$ cat src/rtl/fifo_lvl.sv
// Purpose: single-clock valid/ready FIFO, any DEPTH, with fill level, almost flags, flush and threshold gate.
// Latency: write to dout_valid is 1 cycle (REGOUT=0) or 2 cycles (REGOUT=1).
// Backpressure: din_ready drops when full and nothing leaves this cycle; dout side holds until taken.
module fifo_lvl #(
    parameter  int DIN       = 16,
    parameter  int DEPTH     = 64,
    parameter  int THRESHOLD = 0,
    parameter  int AFULL     = DEPTH - 1,
    parameter  int AEMPTY    = 1,
    parameter  int REGOUT    = 0,
    localparam int LW        = $clog2(DEPTH + 1)
) (
    input  logic           clk,
    input  logic           rst,
    input  logic           flush,
    output logic           din_ready,
    input  logic           din_valid,
    input  logic [DIN-1:0] din_data,
    input  logic           dout_ready,
    output logic           dout_valid,
    output logic [DIN-1:0] dout_data,
    output logic [LW-1:0]  level,
    output logic           afull,
    output logic           aempty
);

    localparam int PW = $clog2(DEPTH);

    localparam logic [LW-1:0] DEPTH_L  = LW'(DEPTH);
    localparam logic [LW-1:0] THR_L    = LW'(THRESHOLD);
    localparam logic [LW-1:0] AFULL_L  = LW'(AFULL);
    localparam logic [LW-1:0] AEMPTY_L = LW'(AEMPTY);
    localparam logic [PW-1:0] LAST_P   = PW'(DEPTH - 1);
    localparam logic          GATE_RST = (THRESHOLD == 0);

    logic [DIN-1:0] ram [DEPTH];
    logic [PW-1:0]  wp;
    logic [PW-1:0]  rp;
    logic [LW-1:0]  cnt;
    logic [LW-1:0]  cnt_next;
    logic           gate_open;
    logic           gate_next;
    logic           gate_valid;
    logic           full;
    logic           empty;
    logic           push;
    logic           pop;
    logic           afull_r;
    logic           aempty_r;

    // Pointers run 0..DEPTH-1 and wrap by explicit compare so DEPTH need not be a power of two.
    function automatic logic [PW-1:0] ptr_inc(input logic [PW-1:0] p);
        return (p == LAST_P) ? '0 : p + 1'b1;
    endfunction

    assign full       = (cnt == DEPTH_L);
    assign empty      = (cnt == '0);
    assign gate_valid = ~empty & gate_open;

    // Accepting while full is fine when an entry leaves in the same cycle.
    assign din_ready  = ~flush & (~full | pop);
    assign push       = din_valid & din_ready;
    assign cnt_next   = cnt + LW'(push) - LW'(pop);

    assign level  = cnt;
    assign afull  = afull_r;
    assign aempty = aempty_r;

    // Hysteretic gate: opens at THRESHOLD, stays open until the RAM runs dry; opening wins ties.
    always_comb begin
        gate_next = gate_open;
        if (THRESHOLD == 0) begin
            gate_next = 1'b1;
        end else if (cnt_next >= THR_L) begin
            gate_next = 1'b1;
        end else if (cnt_next == '0) begin
            gate_next = 1'b0;
        end
    end

    generate
        if (REGOUT != 0) begin : g_regout
            logic           oreg_valid;
            logic [DIN-1:0] oreg_data;

            // Pull a RAM entry whenever the output register is free or being drained.
            assign pop        = gate_valid & (~oreg_valid | dout_ready);
            assign dout_valid = oreg_valid & ~flush;
            assign dout_data  = oreg_data;

            // Output register valid tracks the gated RAM head whenever it may advance.
            always_ff @(posedge clk) begin
                if (rst || flush) begin
                    oreg_valid <= 1'b0;
                end else if (~oreg_valid | dout_ready) begin
                    oreg_valid <= gate_valid;
                end
            end

            // Output register data is not reset; it is only meaningful under oreg_valid.
            always_ff @(posedge clk) begin
                if (pop) begin
                    oreg_data <= ram[rp];
                end
            end
        end else begin : g_comb
            assign dout_valid = gate_valid & ~flush;
            assign dout_data  = ram[rp];
            assign pop        = dout_valid & dout_ready;
        end
    endgenerate

    // Storage write; RAM contents are never reset.
    always_ff @(posedge clk) begin
        if (push) begin
            ram[wp] <= din_data;
        end
    end

    // Pointers, occupancy, gate and flags; flush has the same register effect as reset.
    always_ff @(posedge clk) begin
        if (rst || flush) begin
            wp        <= '0;
            rp        <= '0;
            cnt       <= '0;
            gate_open <= GATE_RST;
            afull_r   <= 1'b0;
            aempty_r  <= 1'b1;
        end else begin
            if (push) begin
                wp <= ptr_inc(wp);
            end
            if (pop) begin
                rp <= ptr_inc(rp);
            end
            cnt       <= cnt_next;
            gate_open <= gate_next;
            afull_r   <= (cnt_next >= AFULL_L);
            aempty_r  <= (cnt_next <= AEMPTY_L);
        end
    end

    // Occupancy must stay within 0..DEPTH.
    always_ff @(posedge clk) begin
        if (!rst) begin
            assert (cnt <= DEPTH_L);
            assert (!(pop && empty));
            assert (!(push && full && !pop));
        end
    end

endmodule
$ cat config.mk
export PLATFORM = sky130hd
export DESIGN_NAME = fifo_lvl
export DESIGN_NICKNAME = d
export VERILOG_FILES = /design/src/rtl/fifo_lvl.sv
export SDC_FILE = /design/constraint.sdc
export NUM_CORES = 1
export LEC_CHECK = 0
export CORE_MARGIN = 1.5
export CORE_UTILIZATION = 67
export DETAILED_ROUTE_END_ITERATION = 10
export GPL_ROUTABILITY_DRIVEN = 0
export PLACE_DENSITY = 0.84
export SYNTH_ARGS = -nofsm -noshare
export SYNTH_HDL_FRONTEND = slang
export SYNTH_SLANG_ARGS = --single-unit
$ cat constraint.sdc
create_clock -name clk -period 6.1 [get_ports clk]
set_clock_uncertainty 0.1 [all_clocks]
set_input_delay 0.61 -clock clk [delete_from_list [all_inputs] [get_ports clk]]
set_output_delay 0.61 -clock clk [all_outputs]
set_load 0.005 [all_outputs]
### Word-level counts from Yosys, hierarchy flattened

Memory sizes are Yosys's and may differ from the RTL's. A register that Yosys moved wholly into a read port is not among the register bits.
Cells that the tools add are included.

| storage, ports and cells | value |
|---|---|
| input bits | 21 |
| bits in writable memories | 1024 |
| memories | 1 |
| register bits after elaboration | 21 |

| cells by class | value |
|---|---|
| magnitude comparators | 2 |
| reductions and logical operators | 2 |
| bitwise logic cells | 8 |
| $add $sub $neg | 4 |
| eq/ne operators | 3 |
| muxes and demuxes | 6 |

Memory list:

| name | words | width | read ports | clocked after Yosys merged registers in | write ports | line | RTL |
|---|---|---|---|---|---|---|---|
| ram | 64 | 16 | 1 | 1 | 1 | 36 | `logic [DIN-1:0] ram [DEPTH];` |

Operator list:

| operator | number |
|---|---|
| 6-bit 2-to-1 mux | 4 |
| 6-bit by 1-bit adder with 6-bit output, second input constant | 2 |
| 6-bit equality test, second input constant | 2 |
| 7-bit by 1-bit adder with 7-bit output | 1 |
| 7-bit equality test, second input constant | 1 |
| 7-bit by 6-bit greater-or-equal comparator with 1-bit output, second input constant | 1 |
| 7-bit by 1-bit <= comparator with 1-bit output, second input constant | 1 |
| 7-bit logical NOT | 1 |
| 7-bit by 1-bit subtractor with 7-bit output | 1 |
| 1-bit AND | 4 |
| 1-bit NOT | 3 |
| 1-bit 2-to-1 mux | 2 |
| 1-bit logical OR | 1 |
| 1-bit bitwise OR | 1 |

### Longest topological paths before layout

Gate-level depths: netlist (run 1).

| logic depth | value |
|---|---|
| depth in word-level cells | 10 |
| mapped depth | 13 |

### Worst setup path before layout (run 1)

No wires, ideal clock.

| path | value |
|---|---|
| path kind | register -> register |
| start point | register cnt[2] (netlist: level[2]) |
| end point | register afull_r (netlist: afull) |
| clock period less this slack | 3154 ps |
| data arrival time | 2940 ps |
| data required time | 5886 ps |
| cell stages (with the launch flop) | 14 |
| path slack | 2946 ps |
| cell sequence | dfxtp_1 > inv_1 > ha_1 > nor4bb_1 > a211oi_2 > ha_1 > inv_1 > ha_1 > fa_1 > a21oi_1 > o21bai_1 > and4_1 > a211o_1 > a21o_1 |

| between the ends | value |
|---|---|
| longest elaborated chain between the ends | 10 |
| elaborated cells between the ends (all ways) | 12 |
| those cells by class | add/sub (2); order compare (1); eq/ne (1); bitwise (7); reduce/logical (1) |

RTL lines:

| what | line | RTL |
|---|---|---|
| start, declared | 39 | `logic [LW-1:0] cnt;` |
| start signal, assigned | 136 | `cnt <= cnt_next;` |
| 7-bit logical NOT | 57 | `assign empty = (cnt == '0);` |
| 1-bit NOT | 58 | `assign gate_valid = ~empty & gate_open;` |
| 1-bit AND | 107 | `assign dout_valid = gate_valid & ~flush;` |
| 1-bit AND | 109 | `assign pop = dout_valid & dout_ready;` |
| 1-bit bitwise OR | 61 | `assign din_ready = ~flush & (~full \| pop);` |
| 1-bit AND | 61 |  |
| 1-bit AND | 62 | `assign push = din_valid & din_ready;` |
| 7-bit by 1-bit adder with 7-bit output | 63 | `assign cnt_next = cnt + LW'(push) - LW'(pop);` |
| 7-bit by 1-bit subtractor with 7-bit output * | 63 |  |
| 7-bit by 6-bit greater-or-equal comparator with 1-bit output * | 138 | `afull_r <= (cnt_next >= AFULL_L);` |
| end signal, assigned | 138 |  |
| end, declared | 48 | `logic afull_r;` |

Every way passes the cells marked *; elsewhere a longest branch is shown, timed or not.
A chain may end at the register's enable or synchronous reset.

==> results of run 1 <==
==> state kept, by name, indices dropped and copies added (netlist names), named ones only <==
| name | count |
|---|---|
| afull | 1 |
| level | 7 |
| aempty | 1 |
| ram | 1024 |
| wp | 6 |
| rp | 6 |
==> final timing paths <==
| kind | startpoint | endpoint | slack, ps | cells after the start |
|---|---|---|---|---|
| max | register | dout_data[7] | 880 | 6 |
| min | rp[1] | register | 460 | 2 |
| max reg2reg | level[5] | ram[11][0] | 2420 | 8 |
| min reg2reg | rp[1] | register | 460 | 2 |
==> area by class of cell <==
type,instances,area (um^2),area share
clock buffers,123,2714,0.05930
diodes,2,5.005,0.0001094
repair buffers,143,1186,0.02592
multi-input cells,758,8892,0.1943
inverters,12,45.04,0.0009842
clock inverters,65,643.1,0.01405
well taps,782,978.4,0.02138
flip-flops and latches,1051,31300,0.6840
==> through the flow <==
step / hold slack (ps) / util
finish: 459.2 / 0.7597
floorplan: 405.6 / -
CTS: 467.3 / 0.7596
detailed placement: 450.7 / 0.7039
global route: 493.0 / 0.7596
global placement: 426.4 / 0.7039
==> report_power, final <==
part	total (mW)	internal, mW	switching (mW)
clock network	6.34	3.64	2.70
logic	0.774	0.326	0.448
registers	7.98	7.94	0.0348
==> worst min-delay path, stage by stage, from the launching register on <==
cell                      delay [ps]
sky130_fd_sc_hd__dfxtp_1         320
sky130_fd_sc_hd__mux2i_1         130
sky130_fd_sc_hd__nor2_1           70
==> synthesized netlist by cell type, types with 3 or more instances <==
master                      count  area share
sky130_fd_sc_hd__edfxtp_1    1024        0.75
sky130_fd_sc_hd__mux4_2       226        0.12
sky130_fd_sc_hd__nor2_1       101      0.0093
sky130_fd_sc_hd__mux2i_1       64       0.016
sky130_fd_sc_hd__nand2_1       52      0.0048
sky130_fd_sc_hd__a22oi_1       44      0.0081
sky130_fd_sc_hd__clkbuf_1      33      0.0030
sky130_fd_sc_hd__buf_2         32      0.0039
sky130_fd_sc_hd__dfxtp_1       27       0.013
sky130_fd_sc_hd__nor2b_1       26      0.0040
sky130_fd_sc_hd__a21oi_1       25      0.0031
sky130_fd_sc_hd__mux2_2        20      0.0055
sky130_fd_sc_hd__o21ai_0       18      0.0022
sky130_fd_sc_hd__buf_4         17      0.0031
sky130_fd_sc_hd__nand3_1       16      0.0020
sky130_fd_sc_hd__a211oi_1      13      0.0024
sky130_fd_sc_hd__a31oi_1       12      0.0018
sky130_fd_sc_hd__inv_1         12      0.0011
sky130_fd_sc_hd__mux4_1        12      0.0077
sky130_fd_sc_hd__a211o_1       11      0.0024
sky130_fd_sc_hd__a221o_1       11      0.0027
sky130_fd_sc_hd__ha_1          11      0.0034
sky130_fd_sc_hd__buf_6          9      0.0025
sky130_fd_sc_hd__o2111ai_1      9      0.0019
sky130_fd_sc_hd__xor2_1         9      0.0019
sky130_fd_sc_hd__buf_1          8     0.00074
sky130_fd_sc_hd__o21ai_1        8     0.00098
sky130_fd_sc_hd__nor3_1         6     0.00074
sky130_fd_sc_hd__and2_1         5     0.00077
sky130_fd_sc_hd__and3_1         5     0.00077
sky130_fd_sc_hd__nor3b_1        4     0.00074
sky130_fd_sc_hd__or2_2          4     0.00061
sky130_fd_sc_hd__xnor2_1        4     0.00086
sky130_fd_sc_hd__a2111oi_0      3     0.00064
sky130_fd_sc_hd__a21o_1         3     0.00055
sky130_fd_sc_hd__buf_12         3      0.0015
sky130_fd_sc_hd__nand2b_1       3     0.00046
sky130_fd_sc_hd__nand3b_1       3     0.00055
sky130_fd_sc_hd__nor4_1         3     0.00046
sky130_fd_sc_hd__o221ai_1       3     0.00064
==> per-layer routing <==
layer / part of all wire / global-route usage / vias to the layer above
met4: 0.052 / 0.1561 / 6
met2: 0.48 / 0.5483 / 2080
met3: 0.13 / 0.09251 / 414
met5: 0.00037 / 0 / -
li1: - / - / 8314
met1: 0.33 / 0.4668 / 11180
==> kinds of logic after synthesis <==
| family | count (synthesis) | synth area share |
|---|---|---|
| AND/OR/NAND/NOR | 238 | 0.02712 |
| XOR/XNOR | 13 | 0.002788 |
| flip-flops | 1051 | 0.7662 |
| adder cells (fa/ha/maj) | 12 | 0.003861 |
| multiplexers | 322 | 0.1536 |
| AO/OA/AOI/OAI | 173 | 0.03043 |
| buffers and inverters | 115 | 0.01599 |
==> summary.md, run 1 <==
| Metric | Value |
|---|---|
| Post-place setup slack | 1682 ps |
| Post-CTS sizing | 0 |
| First-pass GRT wire length | 153000 um |
| Number of warnings printed during yosys synthesis | 0 |
| Number of violations reported at the end of detailed-routing iteration 0 | about 3800 |
| Clock buffer count from CTS | 100 |
| Wire length per cell after detailed routing | 36.38 um |
| Die extent in x | 249.9 um |
| Area of the mapped netlist | 40840 um^2 |
| Fraction of registers with async set or reset after synthesis | 0 |
| Worst setup path class | register to output pin |
| I/O pin total | 48 |
| Launching element type of the critical path | register |
| Commonest non-fill, non-tap cells in the layout | sky130_fd_sc_hd__edfxtp_1 (1024), sky130_fd_sc_hd__mux4_2 (226), sky130_fd_sc_hd__clkbuf_16 (104) |
| Count of final hold-check violations | 0 |
| Seq/Total Area, Yosys | 0.7662 |
| Most common cell after layout, fill and taps aside | sky130_fd_sc_hd__edfxtp_1 |
| Final setup TNS | 0 ps |
| Final instance area | 45770 um^2 |
| Largest net degree at the start of global routing | 65 |
| Maximum number of buffers from clock root to sink | 3 |
| FP Rows | 90 |
| Crit path setup slack, layout | 880.6 ps |
| Effective utilization at floorplan | 0.6778 |
| Non-filler instance count after layout | 2936 |
| Clock tree from TritonCTS | built |
| DRC errors left | 0 |
| Number of buffer cells added on primary ports | 47 |
| Cells along the critical path | nor2b_1 -> nand2_1 -> o221ai_1 -> o32ai_1 -> and3_1 -> clkdlybuf4s50_1 |
| Clock insertion delay at the later pin of the skew report | 670 ps |
| Routed vias | 22000 |
| Die height | between 200 and 250 um |
| Measured slew at the worst slew-check pin | 1357 ps |
| Count of state elements after synthesis | between 1000 and 1500 |
| Instance area at placement | 42400 um^2 |
| Path type of the worst min-delay path | register to register |
| Cells after Synth | approximately 1900 |
| Tot GR Track Use | 0.3485 |
| Post-synthesis cell type count | 58 |
| Number of setup violations in the final report | 0 |
| Max Cap Violations | 0 |
| Number of nets with antenna violations after detailed routing | 0 |
| Detailed placement HPWL | 56500 um |
| Standby leakage power | 14.06 nW |
| Buffers plus inverters on the worst setup path | 1 |
| Slowest cell on crit path | sky130_fd_sc_hd__nor2b_1 |
| Total setup buffers inserted after CTS | 0 |
| Required @ worst endpoint | around 5400 ps |
| Core footprint | 60250 um^2 |
| Post-layout minimum cycle time | around 5200 ps |
| CTS clk-pin slew, worst paths | around 60 ps |
| Remaining max-slew budget at the tightest pin | 0.09500 |
| Vias in the first global route | between 20000 and 25000 |
| Final Power | 15.09 mW |
| Detailed Routing Iterations Pass 1 | 7 |
| Cell count after placement | between 2000 and 3000 |
| Number of antenna violations at the first check in global routing | 6 |
| CP Max Fanout | 16 |
| Crit path capture type | output pin |
| Clock tree root driver cell | sky130_fd_sc_hd__clkbuf_16 |
| H-Tree Depth | 3 |
| Maximum clock rate | approximately 190 MHz |
| Growth of design area from synthesis to finish | 12.08% |
| Post-Syn Nets | about 2000 |
| Power density of the placed cells | 329.7 nW/um^2 |
| GRT overflow | 0 |
| Outcome | finished clean |
| Avg Vias per Cell | 7.492 |
| Post-cts hold buffer count | 0 |
| WL final | 106800 um |
| Dominant synthesized flop cell | sky130_fd_sc_hd__edfxtp_1 |
| Net count reported at finish | between 2000 and 2500 |
| Max incr delay on CP | slightly above 1000 ps |
| Worst vdd rail ir drop | 251.2 uV |
| Number of inserted filler cells in the final layout | approximately 2800 |
| Period utilisation layout | 0.8556 |
| Synthesized area per cell | roughly 21 um^2 |
| Fraction of final layout cells sized beyond drive strength 1 | 0.2454 |
| Worst endpoint data arrival time | 4510 ps |
| Number of clock sinks | 1051 |
| Unrepaired setup endpoints after global routing | no |
| EDFF count, synth | 1024 |
| Die area | 62440 um^2 |
| Final number of max-transition violations | 0 |
| Cell type group with the largest total delay on the critical path | simple AND/OR/NAND/NOR gates |
Power figures use the tool's default switching activity.
==> run 2, diff against run 1 <==
--- a/config.mk
+++ b/config.mk
@@ -5,11 +5,13 @@
 export SDC_FILE = /design/constraint.sdc
 export NUM_CORES = 1
 export LEC_CHECK = 0
+export CAP_MARGIN = 20
+export CORE_ASPECT_RATIO = 1.25
 export CORE_MARGIN = 1.5
-export CORE_UTILIZATION = 67
+export CORE_UTILIZATION = 62
 export DETAILED_ROUTE_END_ITERATION = 10
 export GPL_ROUTABILITY_DRIVEN = 0
-export PLACE_DENSITY = 0.84
+export PLACE_DENSITY = 0.79
 export SYNTH_ARGS = -nofsm -noshare
 export SYNTH_HDL_FRONTEND = slang
 export SYNTH_SLANG_ARGS = --single-unit
==> constraint.sdc (replaced) <==
create_clock -name clk -period 5.4 [get_ports clk]
set_clock_uncertainty 0.1 [all_clocks]
set_input_delay 0.54 -clock clk [delete_from_list [all_inputs] [get_ports clk]]
set_output_delay 0.54 -clock clk [all_outputs]
set_load 0.005 [all_outputs]
==> run 2 against run 1 <==
Total power is 10% higher. Die area grew 8.0%. Flip-flop and latch count unchanged. Combinational power rose by 12%. Core utilization fell by 6.0 points.
==> summary.md, run 2 (synthesized netlist as in run 1, its figures left out) <==
| Metric | Value |
|---|---|
| Outcome | finished clean |
| Reg2reg path depth | 8 (unchanged) |
| Worst vdd rail ir drop | 296.7 uV (+18%) |
| Crit path capture type | output pin |
| Number of clock sinks | 1051 (unchanged) |
| CTS clk-pin slew, worst paths | 60 ps (about the same) |
| Core footprint | 65430 um^2 (+8.6%) |
| Period utilisation layout | 0.8904 |
| Post-layout minimum cycle time | around 4800 ps |
| Largest net degree at the start of global routing | 65 (unchanged) |
| Largest register by flop count | ram |
| Net count reported at finish | 2101 (+0.095%) |
| H-Tree Depth | 3 (unchanged) |
| Max FFs per register | 1024 (unchanged) |
| Final number of max-transition violations | 0 (unchanged) |
| CP Max Fanout | 54 (+38) |
| Number of violations reported at the end of detailed-routing iteration 0 | 2701 (-28%) |
| Detailed placement HPWL | 56190 um (-0.55%) |
| Source of the worst register-to-register timing path | level[2] |
| Worst hold stages | 1 (-1) |
| Number of setup violations in the final report | 0 (unchanged) |
| Count of final hold-check violations | 0 (unchanged) |
| Unrepaired setup endpoints after global routing | no |
| Die area | 67420 um^2 (+8.0%) |
| Clock insertion delay at the later pin of the skew report | 660 ps (about the same) |
| Remaining max-slew budget at the tightest pin | 0.2907 (+0.1957) |
| Fraction of final layout cells sized beyond drive strength 1 | 0.2408 (-0.004552) |
| Power density of the placed cells | 362.7 nW/um^2 (+10%) |
| Detailed Routing Iterations Pass 1 | 6 (-1) |
| Post-CTS sizing | 0 (unchanged) |
| FP Rows | 105 (+17%) |
| Post-cts hold buffer count | 0 (unchanged) |
| First-pass GRT wire length | 141400 um (-7.5%) |
| Standby leakage power | 14.00 nW (-0.40%) |
| WL final | 98320 um (-8.0%) |
| Number of antenna violations at the first check in global routing | 7 (+1) |
| Tot GR Track Use | 0.2969 (-0.05159) |
| Die height | 289.9 um (+16%) |
| Total setup buffers inserted after CTS | 0 (unchanged) |
| GRT overflow | 0 (unchanged) |
| Instance area at placement | 42580 um^2 (+0.41%) |
| Effective utilization at floorplan | 0.6242 (-0.05367) |
| Final setup TNS | 0 ps (unchanged) |
| Number of inserted filler cells in the final layout | 3733 (+32%) |
| Number of nets with antenna violations after detailed routing | 0 (unchanged) |
| Commonest non-fill, non-tap cells in the layout | sky130_fd_sc_hd__edfxtp_1 (1024), sky130_fd_sc_hd__mux4_2 (226), sky130_fd_sc_hd__nor2_1 (100) |
| Die extent in x | 232.5 um (-6.9%) |
| Maximum clock rate | 208.0 MHz |
| Final instance area | 45760 um^2 (about the same) |
| Launching element type of the critical path | register |
| Path type of the worst min-delay path | primary input to register |
| Worst endpoint data arrival time | 4170 ps (-340 ps) |
| Clock tree from TritonCTS | built |
| Vias in the first global route | 20810 (-4.1%) |
| Number of buffer cells added on primary ports | 47 (unchanged) |
| I/O pin total | 48 (unchanged) |
| Clock buffer count from CTS | 92 (-8.0%) |
| DRC errors left | 0 (unchanged) |
| Routed vias | 20700 (-5.9%) |
| Maximum number of buffers from clock root to sink | 3 (unchanged) |
| Worst setup path class | register to output pin |
| Worst Min Path Start | din_data[11] |
| Growth of design area from synthesis to finish | 12.06% (about the same) |
| Clock tree root driver cell | sky130_fd_sc_hd__clkbuf_16 |
| Required @ worst endpoint | 4760 ps (-630 ps) |
| Wire length per cell after detailed routing | 32.72 um (-10%) |
| Avg Vias per Cell | 6.890 (-8.0%) |
| Most common cell after layout, fill and taps aside | sky130_fd_sc_hd__edfxtp_1 |
| Measured slew at the worst slew-check pin | 1063 ps (-294.6 ps) |
| Max Cap Violations | 0 (unchanged) |
## run 2: cell count changes in the layout (fill, tap and decap cells not counted), moves of 2 or more
cell / delta
sky130_fd_sc_hd__clkinvlp_4: -4
sky130_fd_sc_hd__clkbuf_8: -4
sky130_fd_sc_hd__bufinv_16: +2
sky130_fd_sc_hd__buf_12: +7
sky130_fd_sc_hd__clkbuf_1: +4
sky130_fd_sc_hd__clkbuf_16: -10
sky130_fd_sc_hd__buf_4: +2
sky130_fd_sc_hd__clkinv_2: -7
sky130_fd_sc_hd__clkinv_1: +3
sky130_fd_sc_hd__inv_6: +2
## run 2: through the flow
step                instances  setup slack [ps]  hold slack (ps)  utilization  power (mW)
global route             3003             468.6            85.96       0.6994       17.00
finish                   3005             591.9            86.12       0.6994       16.60
global placement         2825              1387            426.5       0.6508       9.998
floorplan                1924              2246            405.6            -       9.682
detailed placement       2825              1337            449.4       0.6508       10.03
CTS                      2998             640.3            458.3       0.6977       16.63
## run 2: layout make-up
type | instances | area (um^2) | share of cell area
Tap cell | 856 | 1071 | 0.02340
Clock buffer | 113 | 2424 | 0.05296
Timing Repair Buffer | 153 | 1369 | 0.02991
Antenna cell | 2 | 5.005 | 0.0001094
Inverter | 12 | 45.04 | 0.0009843
Clock inverter | 60 | 648.1 | 0.01416
Multi-Input combinational cell | 758 | 8895 | 0.1944
Sequential cell | 1051 | 31310 | 0.6841
## run 2: layer usage
metal	up-vias	track usage	wire, um
li1	8320	-	-
met4	12	0.1552	5795
met3	326	0.07144	9600
met1	10690	0.3738	33670
met5	-	0	80
met2	1355	0.4823	49180
## run 2: where the power goes
| group | leakage, nW | internal, mW | total (mW) | switching (mW) |
|---|---|---|---|---|
| combinational | 3.08 | 0.383 | 0.866 | 0.483 |
| sequential | 9.43 | 8.97 | 9.00 | 0.0378 |
| clock | 1.49 | 3.83 | 6.73 | 2.90 |
## run 2: critical path, stage by stage, from the launching register on
cell and delay (ps):
sky130_fd_sc_hd__dfxtp_4 880, sky130_fd_sc_hd__buf_12 330, sky130_fd_sc_hd__buf_4 290, sky130_fd_sc_hd__mux4_2 240, sky130_fd_sc_hd__mux2i_1 130, sky130_fd_sc_hd__a211o_1 340
sky130_fd_sc_hd__a31oi_1 520, sky130_fd_sc_hd__a221o_1 230, sky130_fd_sc_hd__clkdlybuf4s50_1 500
## run 2: path summary, 6_finish.rpt
| kind | end | slack [ps] |
|---|---|---|
| max | dout_data[13] | 590 |
| min reg2reg | register | 460 |
| max reg2reg | ram[43][15] | 1770 |
| min | ram[23][11] | 90 |
